<file path="src/rtl/fetch_controller.sv">
// Fetch-stage sequencer: owns the fetch PC, issues one outstanding imem request at a time,
// buffers responses in a 2-entry queue toward decode and squashes responses across redirects.
module fetch_controller #(
  parameter logic [31:0] RESET_PC = 32'h0000_0000,
  parameter int          QDEPTH   = 2
) (
  input  logic        clk,
  input  logic        rst,
  input  logic        redirect_i,
  input  logic [31:0] redirect_pc_i,
  input  logic        stall_d_i,
  output logic        imem_req_valid_o,
  output logic [31:0] imem_req_addr_o,
  input  logic        imem_req_ready_i,
  input  logic        imem_resp_valid_i,
  input  logic [31:0] imem_resp_data_i,
  output logic [31:0] pc_o,
  output logic        instr_valid_o,
  output logic [31:0] instr_o,
  output logic [31:0] instr_pc_o,
  output logic        stall_f_o,
  output logic [1:0]  fsm_state
);

  // Request channel: a request transfers on a rising edge where imem_req_valid_o and
  // imem_req_ready_i are both high; once raised, valid stays up with a stable address
  // until it transfers unless a redirect intervenes. Responses have no backpressure and
  // return in order, at most one per transferred request.

  typedef enum logic [1:0] {
    REQ  = 2'd0,
    WAIT = 2'd1,
    DROP = 2'd2
  } state_t;

  localparam logic [1:0] FULL = 2'(QDEPTH);

  state_t      state;
  logic [31:0] pc;
  logic [31:0] inflight_pc;
  logic [1:0]  count;
  logic [31:0] q_data [QDEPTH];
  logic [31:0] q_pc   [QDEPTH];

  logic handshake;
  logic pop;
  logic push;

  // Redirect cycles never issue, so a stale address never reaches memory.
  assign imem_req_valid_o = rst && (state == REQ) && (count < FULL) && !redirect_i;
  assign imem_req_addr_o  = pc;
  assign handshake        = imem_req_valid_o && imem_req_ready_i;
  assign stall_f_o        = !handshake;
  assign pc_o             = pc;

  assign instr_valid_o = (count != 2'd0);
  assign instr_o       = q_data[0];
  assign instr_pc_o    = q_pc[0];
  assign fsm_state     = state;

  assign pop  = instr_valid_o && !stall_d_i;
  assign push = (state == WAIT) && imem_resp_valid_i;

  always_ff @(posedge clk) begin
    if (!rst) begin
      state       <= REQ;
      pc          <= RESET_PC;
      inflight_pc <= '0;
      count       <= '0;
      for (int i = 0; i < QDEPTH; i++) begin
        q_data[i] <= '0;
        q_pc[i]   <= '0;
      end
    end else if (redirect_i) begin
      // Flush wins over any same-cycle push/pop; an outstanding response must be discarded.
      pc    <= redirect_pc_i;
      count <= '0;
      case (state)
        WAIT:    state <= imem_resp_valid_i ? REQ : DROP;
        DROP:    state <= imem_resp_valid_i ? REQ : DROP;
        default: state <= REQ;
      endcase
    end else begin
      case (state)
        REQ: begin
          if (handshake) begin
            state       <= WAIT;
            inflight_pc <= pc;
            pc          <= pc + 32'd4;
          end
        end
        WAIT: if (imem_resp_valid_i) state <= REQ;
        DROP: if (imem_resp_valid_i) state <= REQ;
        default: state <= REQ;
      endcase

      // Head always lives in slot 0; a pop shifts slot 1 down.
      if (pop && push) begin
        if (count == 2'd1) begin
          q_data[0] <= imem_resp_data_i;
          q_pc[0]   <= inflight_pc;
        end else begin
          q_data[0] <= q_data[1];
          q_pc[0]   <= q_pc[1];
          q_data[1] <= imem_resp_data_i;
          q_pc[1]   <= inflight_pc;
        end
      end else if (pop) begin
        q_data[0] <= q_data[1];
        q_pc[0]   <= q_pc[1];
        count     <= count - 2'd1;
      end else if (push) begin
        q_data[count[0]] <= imem_resp_data_i;
        q_pc[count[0]]   <= inflight_pc;
        count            <= count + 2'd1;
      end
    end
  end

endmodule

</file>
<file path="config.mk">
export PLATFORM = sky130hd
export DESIGN_NAME = fetch_controller
export DESIGN_NICKNAME = d
export VERILOG_FILES = /design/src/rtl/fetch_controller.sv
export SDC_FILE = /design/constraint.sdc
export NUM_CORES = 1
export LEC_CHECK = 0
export BUFFER_PORTS_ARGS = -buffer_cell sky130_fd_sc_hd__buf_4
export CORE_UTILIZATION = 25
export CTS_BUF_LIST = sky130_fd_sc_hd__clkbuf_16
export DETAILED_ROUTE_END_ITERATION = 10
export HOLD_SLACK_MARGIN = 0.05
export PLACE_DENSITY = 0.48
export SETUP_SLACK_MARGIN = 0.02
export SLEW_MARGIN = 15
export SYNTH_ARGS = -nofsm -noshare
export SYNTH_HDL_FRONTEND = slang
export SYNTH_SLANG_ARGS = --single-unit
export TNS_END_PERCENT = 1
</file>
<file path="constraint.sdc">
create_clock -name clk -period 10 [get_ports clk]
set_input_delay 0.5 -clock clk [delete_from_list [all_inputs] [get_ports clk]]
set_output_delay 0.5 -clock clk [all_outputs]
set_load 0.05 [all_outputs]
</file>
==> results of run 1 <==
==> per-stage QoR <==
| step | std cells | instance area (sq um) | power [mW] | worst slack (ps) |
|---|---|---|---|---|
| floorplan | 719 | 8408 | 1.106 | 3363 |
| global placement | 1295 | 10170 | 1.193 | 6768 |
| detailed placement | 1296 | 10190 | 1.194 | 6744 |
| CTS | 1327 | 10730 | 1.843 | 6548 |
| global route | 1327 | 10730 | 1.893 | 6385 |
| finish | 1327 | 10730 | 1.819 | 6586 |
==> kinds of logic (layout without fill, tap and decap cells) <==
group,after synthesis,after routing
compound gates,158,158
xor+xnor,22,22
fa+ha+maj,8,8
buf+inv,88,254
flops,196,196
mux,8,8
simple gates,239,239
==> how the worst min path moves through the flow <==
stage | start | to | depth (start not counted)
CTS | redirect_pc_i[6] | imem_req_addr_o[6]$_SDFFE_PN0P_ | 3
detailed placement | inflight_pc[6]$_SDFFE_PN0P_ | inflight_pc[6]$_SDFFE_PN0P_ | 2
floorplan | inflight_pc[0]$_SDFFE_PN0P_ | inflight_pc[0]$_SDFFE_PN0P_ | 2
finish | redirect_pc_i[6] | imem_req_addr_o[6]$_SDFFE_PN0P_ | 3
global placement | inflight_pc[2]$_SDFFE_PN0P_ | inflight_pc[2]$_SDFFE_PN0P_ | 2
global route | redirect_pc_i[8] | imem_req_addr_o[8]$_SDFFE_PN0P_ | 3
==> area by class of cell <==
type | instances | area (sq um) | area share [%]
Sequential cell | 196 | 5205 | 48.49
Multi-Input combinational cell | 435 | 2794 | 26.03
Clock buffer | 17 | 425.4 | 3.963
Clock inverter | 14 | 122.6 | 1.142
Tap cell | 442 | 553.0 | 5.152
Inverter | 14 | 52.55 | 0.4896
Timing Repair Buffer | 209 | 1582 | 14.73
==> where the power goes <==
group | internal, mW | switching (mW)
Clock | 0.326 | 0.322
Combinational | 0.0737 | 0.175
Sequential | 0.893 | 0.0290
Total | 1.29 | 0.527
==> worst register-to-register path: cells and delay by family, from the launching register on <==
family	cells	cell delay, ps
AOI/OAI and AO/OA	2	600
adders and majority gates	2	470
buffers and inverters	3	830
and+or+nand+nor	2	480
DFF	1	420
==> flip-flops by register name, indices dropped and copies added, names as in the netlist <==
register	cells
q_pc	64
q_data	64
imem_req_addr_o	32
count	2
inflight_pc	32
fsm_state	2
==> synthesized netlist by cell type (11+ instances only) <==
library cell | count | area [sq um]
edfxtp_1 | 128 | 3844
nand2_1 | 85 | 319.1
and2_1 | 69 | 431.7
dfxtp_1 | 68 | 1361
a22o_1 | 64 | 560.5
a21oi_1 | 57 | 285.3
clkbuf_1 | 33 | 123.9
buf_4 | 32 | 240.2
nor2_1 | 22 | 82.58
o21ai_0 | 16 | 80.08
nand4_1 | 14 | 87.58
inv_1 | 13 | 48.80
xor2_1 | 13 | 113.9
nand3_1 | 12 | 60.06
and3_1 | 11 | 68.82
==> routing by layer <==
layer / up-vias / part of all wire (%)
met5: - / 0
met4: 0 / 1.2
met3: 12 / 5.5
met2: 166 / 47
met1: 2765 / 46
li1: 2879 / -
==> qor.txt, run 1 <==
Synth warn: 0
Startpoint Class: flip-flop
Leak Pwr: 4.181 nW
FF-to-FF Start: count[0]$_SDFFE_PP0P_
Simple-Gate Fraction of Synth Area: 15.13%
Hold_ws: 300.8 ps
Register area share after synthesis: 61.90%
Layout area overhead: 27.66%
Mapped Avg Cell Area: 11.69 sq um
Drc violations: 0
Fin crit period: 3414 ps
CTS Buf Count: 17
Clk Latency, worst-skew pair: 430 ps
Global-route wire length before repair: 34.73 mm
Post-synth top flop: edfxtp_1
Delay of the slowest cell on the worst path: 670 ps
Initial antenna violation count: 0
Met2 GRT Util: 21.93%
Peak Freq: 0.2929 GHz
H-tree Lvls: 4
Final period util: 34.14%
Dominant delay contributor by cell family on the critical path: buffers and inverters
Clock Sinks: 196
Cell row count: 66
GRT overflow: 0
Fin Setup TNS: 0 ps
Critical Path RT: 9500 ps
Synthesized cell area: 8408 sq um
Slew headroom: 33.44%
Async set-or-reset flop fraction in the synthesized netlist: 0%
Critical Path End Type: primary output
Max Cap Viol: 0
TritonCTS clock tree: done
Most frequent CP cell: buf_4
Post-Syn Nets: 797
Netlist cell types: 47
Unrepaired setup endpoints after global routing: false
Worst-case clock buffer depth: 2
Hold_buf cts: 0
Vias: 5822
Mux contribution to synthesized area: 0.9673%
Buffers plus inverters on the worst setup path: 4
Met1 Usage GRT: 17.94%
R2r setup slk: 6800 ps
Clk_skew: 11.74 ps
Pins Over Slew Limit: 0
Main combinational cell family by area after synthesis: simple AND/OR/NAND/NOR gates
Vias in the first global route: 5688
Cell count after synthesis: 719
Routed wire length: 22.98 mm
FF-to-FF path depth: 9
Vias per cell: 4.387
# setup viols final: 0
Fillers: 3360
Post-Synth XOR/XNOR Area: 2.292%
Worst path depth: 7
Register bit total from synthesis: 196
Die width: 185.4 um
Most frequent cells in the layout: 208 x buf_4, 128 x edfxtp_1, 85 x nand2_1
Iter 0 DRT Violations: 217
# resized after CTS: 0
Clock transition at path regs: 80 ps
Largest net degree at the start of global routing: 65
Ant diodes: 0
Post-layout nets: 951
Root Buffer: clkbuf_16
Layout cells sized above 1: 29.15%
Arr. time, crit path: 2910 ps
GPL Wtd Cong: 0.7836
Die area: 34370 sq um
First element of the critical path: fsm_state[0]$_SDFFE_PN0P_
CP Class: reg -> out
Slowest library cell on the worst path: inv_2
Die Span Y: 185.4 um
Number of synthesized flops with an enable pin: 128
Core Area: 32780 sq um
Final Hold Fails: 0
Worst setup path endpoint: stall_f_o
Least-Margin Pin Slew: 998.4 ps
Pwr dens: 169.5 nW/um^2
Antenna Violating Nets Remaining: 0
Synth Area in Adders: 1.190%
Peak VDD IR: 0.1168 mV
Min-Delay Path Class: in -> reg
# port buffers: 202
Routing usage on met3: 3.519%
Status: complete, no violations
Total GRT Usage: 13.57%
Post-DR wirelength/cell: 17.32 um
Crit Path Max Fanout: 47
Initial Util: 25.65%
Worst-path cell chain: inv_1, ha_1, and4bb_2, and2_2, buf_4, inv_2, buf_4
I/O pins: 203
Most common cell after layout, fill and taps aside: buf_4
Fin util: 32.74%
DP HPWL: 15.42 mm
Post-synthesis compound-gate area fraction: 13.05%
Reg2reg end: q_data[0][19]$_DFFE_PP_
Most crowded layer after global routing: met2
Setup repair bufs after CTS: 0
DRT Pass-1 Iters: 4
Power figures use the tool's default switching activity.
==> run 2: changes to the inputs <==
Clock period 10 ns to 3.53 ns, I/O delays scaled along.
==> qor.txt, run 2 (synthesis gave the netlist of run 1 again) <==
Status: complete, no violations
Clk Latency, worst-skew pair: 440 ps (about the same)
Layout area overhead: 35.39%
Most common cell after layout, fill and taps aside: buf_4
DRT Pass-1 Iters: 4 (unchanged)
Pins Over Slew Limit: 0 (unchanged)
Largest net degree at the start of global routing: 65 (unchanged)
Slowest library cell on the worst path: dfxtp_1
Routed wire length: 24.08 mm (+4.8%)
Vias per cell: 4.391 (about the same)
# port buffers: 202 (unchanged)
Comb pwr share: 14.6% (+0.9 points)
Fin util: 34.72% (+2.0 points)
FF-to-FF Start: count[0]$_SDFFE_PP0P_
Peak Freq: 0.3590 GHz
Crit Path Max Fanout: 64 (+36%)
Pwr dens: 460.8 nW/um^2 (+170%)
Final Hold Fails: 0 (unchanged)
Hold_ws: 83.49 ps (-217.3 ps)
P_int: 3.710 mW (+190%)
Setup WS pre-CTS: 752.8 ps (-5992 ps)
Worst-path cell chain: inv_1, ha_1, nor2_1, inv_1, ha_1, nor2b_1, nand3b_1, a21oi_4, buf_4, a22o_1
Least-Margin Pin Slew: 1027 ps (+28.91 ps)
Die area: 34370 sq um (unchanged)
R2r setup slk: 740 ps (-6060 ps)
Area of the multi-input gates: 2794 sq um (unchanged)
Core Area: 32780 sq um (unchanged)
Startpoint Class: flip-flop
Critical Path End Type: flip-flop
Root Buffer: clkbuf_16
Slew headroom: 31.51% (-1.9 points)
Hold Path Depth: 3 (unchanged)
CP Class: reg -> reg
Initial Util: 25.65% (unchanged)
Most frequent cells in the layout: 208 x buf_4, 128 x edfxtp_1, 85 x nand2_1
Peak VDD IR: 0.3111 mV (+170%)
Sw Share: 29.29% (+0.34 points)
H-tree Lvls: 4 (unchanged)
Leak Pwr: 4.446 nW (+6.3%)
FF-to-FF path depth: 10 (+1)
Delay of the slowest cell on the worst path: 430 ps (-240 ps)
Register area: 5205 sq um (unchanged)
Global-route wire length before repair: 36.13 mm (+4.0%)
Min-Delay Path Class: in -> reg
Critical Path RT: 3710 ps (-5790 ps)
I/O pins: 203 (unchanged)
Max Cap Viol: 0 (unchanged)
Reg2reg end: q_pc[0][30]$_DFFE_PP_
Die Span Y: 185.4 um (unchanged)
Seq pwr share: 49.8% (-0.9 points)
Sw Pwr: 1.536 mW (+190%)
Initial antenna violation count: 2 (+2)
Antenna Violating Nets Remaining: 0 (unchanged)
Final period util: 78.90%
Die width: 185.4 um (unchanged)
# setup viols final: 0 (unchanged)
Clock Sinks: 196 (unchanged)
Vias: 6112 (+5.0%)
Fin crit period: 2785 ps
Cell row count: 66 (unchanged)
GRT overflow: 0 (unchanged)
Start point of the worst hold path: imem_resp_valid_i
DP Area: 10230 sq um (+0.39%)
Drc violations: 0 (unchanged)
Hold endpoint: fsm_state[0]$_SDFFE_PN0P_
# resized after CTS: 0 (unchanged)
Clock transition at path regs: 80 ps (about the same)
Post-DR wirelength/cell: 17.30 um (-0.12%)
Fin area: 11380 sq um (+6.0%)
Fillers: 3296 (-1.9%)
Layout cells sized above 1: 27.22% (-1.9 points)
Clk pwr share: 35.6% (about the same)
Worst-case clock buffer depth: 2 (unchanged)
Total GRT Usage: 14.13% (+0.56 points)
Unrepaired setup endpoints after global routing: false
Clk_skew: 19.06 ps (+7.316 ps)
TritonCTS clock tree: done
Iter 0 DRT Violations: 348 (+60%)
Vias in the first global route: 6166 (+8.4%)
GPL Wtd Cong: 0.7238 (-7.6%)
CTS Buf Count: 17 (unchanged)
DP HPWL: 14.83 mm (-3.8%)
Arr. time, crit path: 2960 ps (+50 ps)
Post-layout nets: 1013 (+6.5%)
Worst setup margin: 744.7 ps (-5841 ps)
Top Registers: q_data: 64 flops, q_pc: 64 flops
run 2: critical path: cells and delay by family (launching register included):
kind                     cells  cell delay [ps]
buffers and inverters        3              580
AO/OA/AOI/OAI                2              360
flip-flops                   1              430
AND/OR/NAND/NOR              3              660
adder cells (fa/ha/maj)      2              490
run 2: power by group through the flow:
stage | clock network (mW) | logic (mW) | registers, mW
floorplan | 0 | 0.270 | 2.85
global placement | 0 | 0.720 | 2.67
detailed placement | 0 | 0.721 | 2.67
CTS | 1.95 | 0.777 | 2.62
global route | 2.03 | 0.814 | 2.63
finish | 1.87 | 0.768 | 2.61
run 2: area by class of cell:
cell class              count  area share [%]
multi-input cells         435           24.54
clock inverters            15           1.110
repair buffers            271           19.52
inverters                  14          0.4616
flip-flops and latches    196           45.72
clock buffers              17           3.737
well taps                 442           4.858
diodes                      2         0.04397
run 2: timing repair:
action	4_1_cts	5_1_grt
hold endpoints to repair	92	0
buffers inserted	0	0
hold buffers	60	0
endpoints found under the setup margin	0	0
run 2: per-layer routing:
layer  global-route usage [%]  vias to the layer above  wire [um]
li1                         -                     3001          -
met1                    18.53                     2939      11250
met2                    23.37                      159      11400
met3                    3.166                       13       1200
met4                    3.537                        0        227
met5                        0                        -          0
run 2: worst max path at each step:
| stage | startpoint | end | slack, ps | cells past startpoint |
|---|---|---|---|---|
| finish | count[0]$_SDFFE_PP0P_ | q_pc[0][30]$_DFFE_PP_ | 740 | 10 |
| floorplan | fsm_state[0]$_SDFFE_PN0P_ | q_data[1][0]$_DFFE_PP_ | -30 | 6 |
| CTS | count[0]$_SDFFE_PP0P_ | q_pc[0][30]$_DFFE_PP_ | 740 | 10 |
| global placement | count[0]$_SDFFE_PP0P_ | q_data[0][3]$_DFFE_PP_ | 890 | 10 |
| detailed placement | count[0]$_SDFFE_PP0P_ | q_pc[0][30]$_DFFE_PP_ | 750 | 10 |
| global route | count[0]$_SDFFE_PP0P_ | q_pc[0][30]$_DFFE_PP_ | 520 | 10 |
run 2: per-stage QoR:
step           setup TNS, ps  instances  total power [mW]
4_1_cts                    0       1390             5.339
3_5_place_dp               0       1298             3.389
2_1_floorplan          -1931        719             3.123
6_report                   0       1392             5.246
5_1_grt                    0       1391             5.466
3_3_place_gp               0       1298             3.386
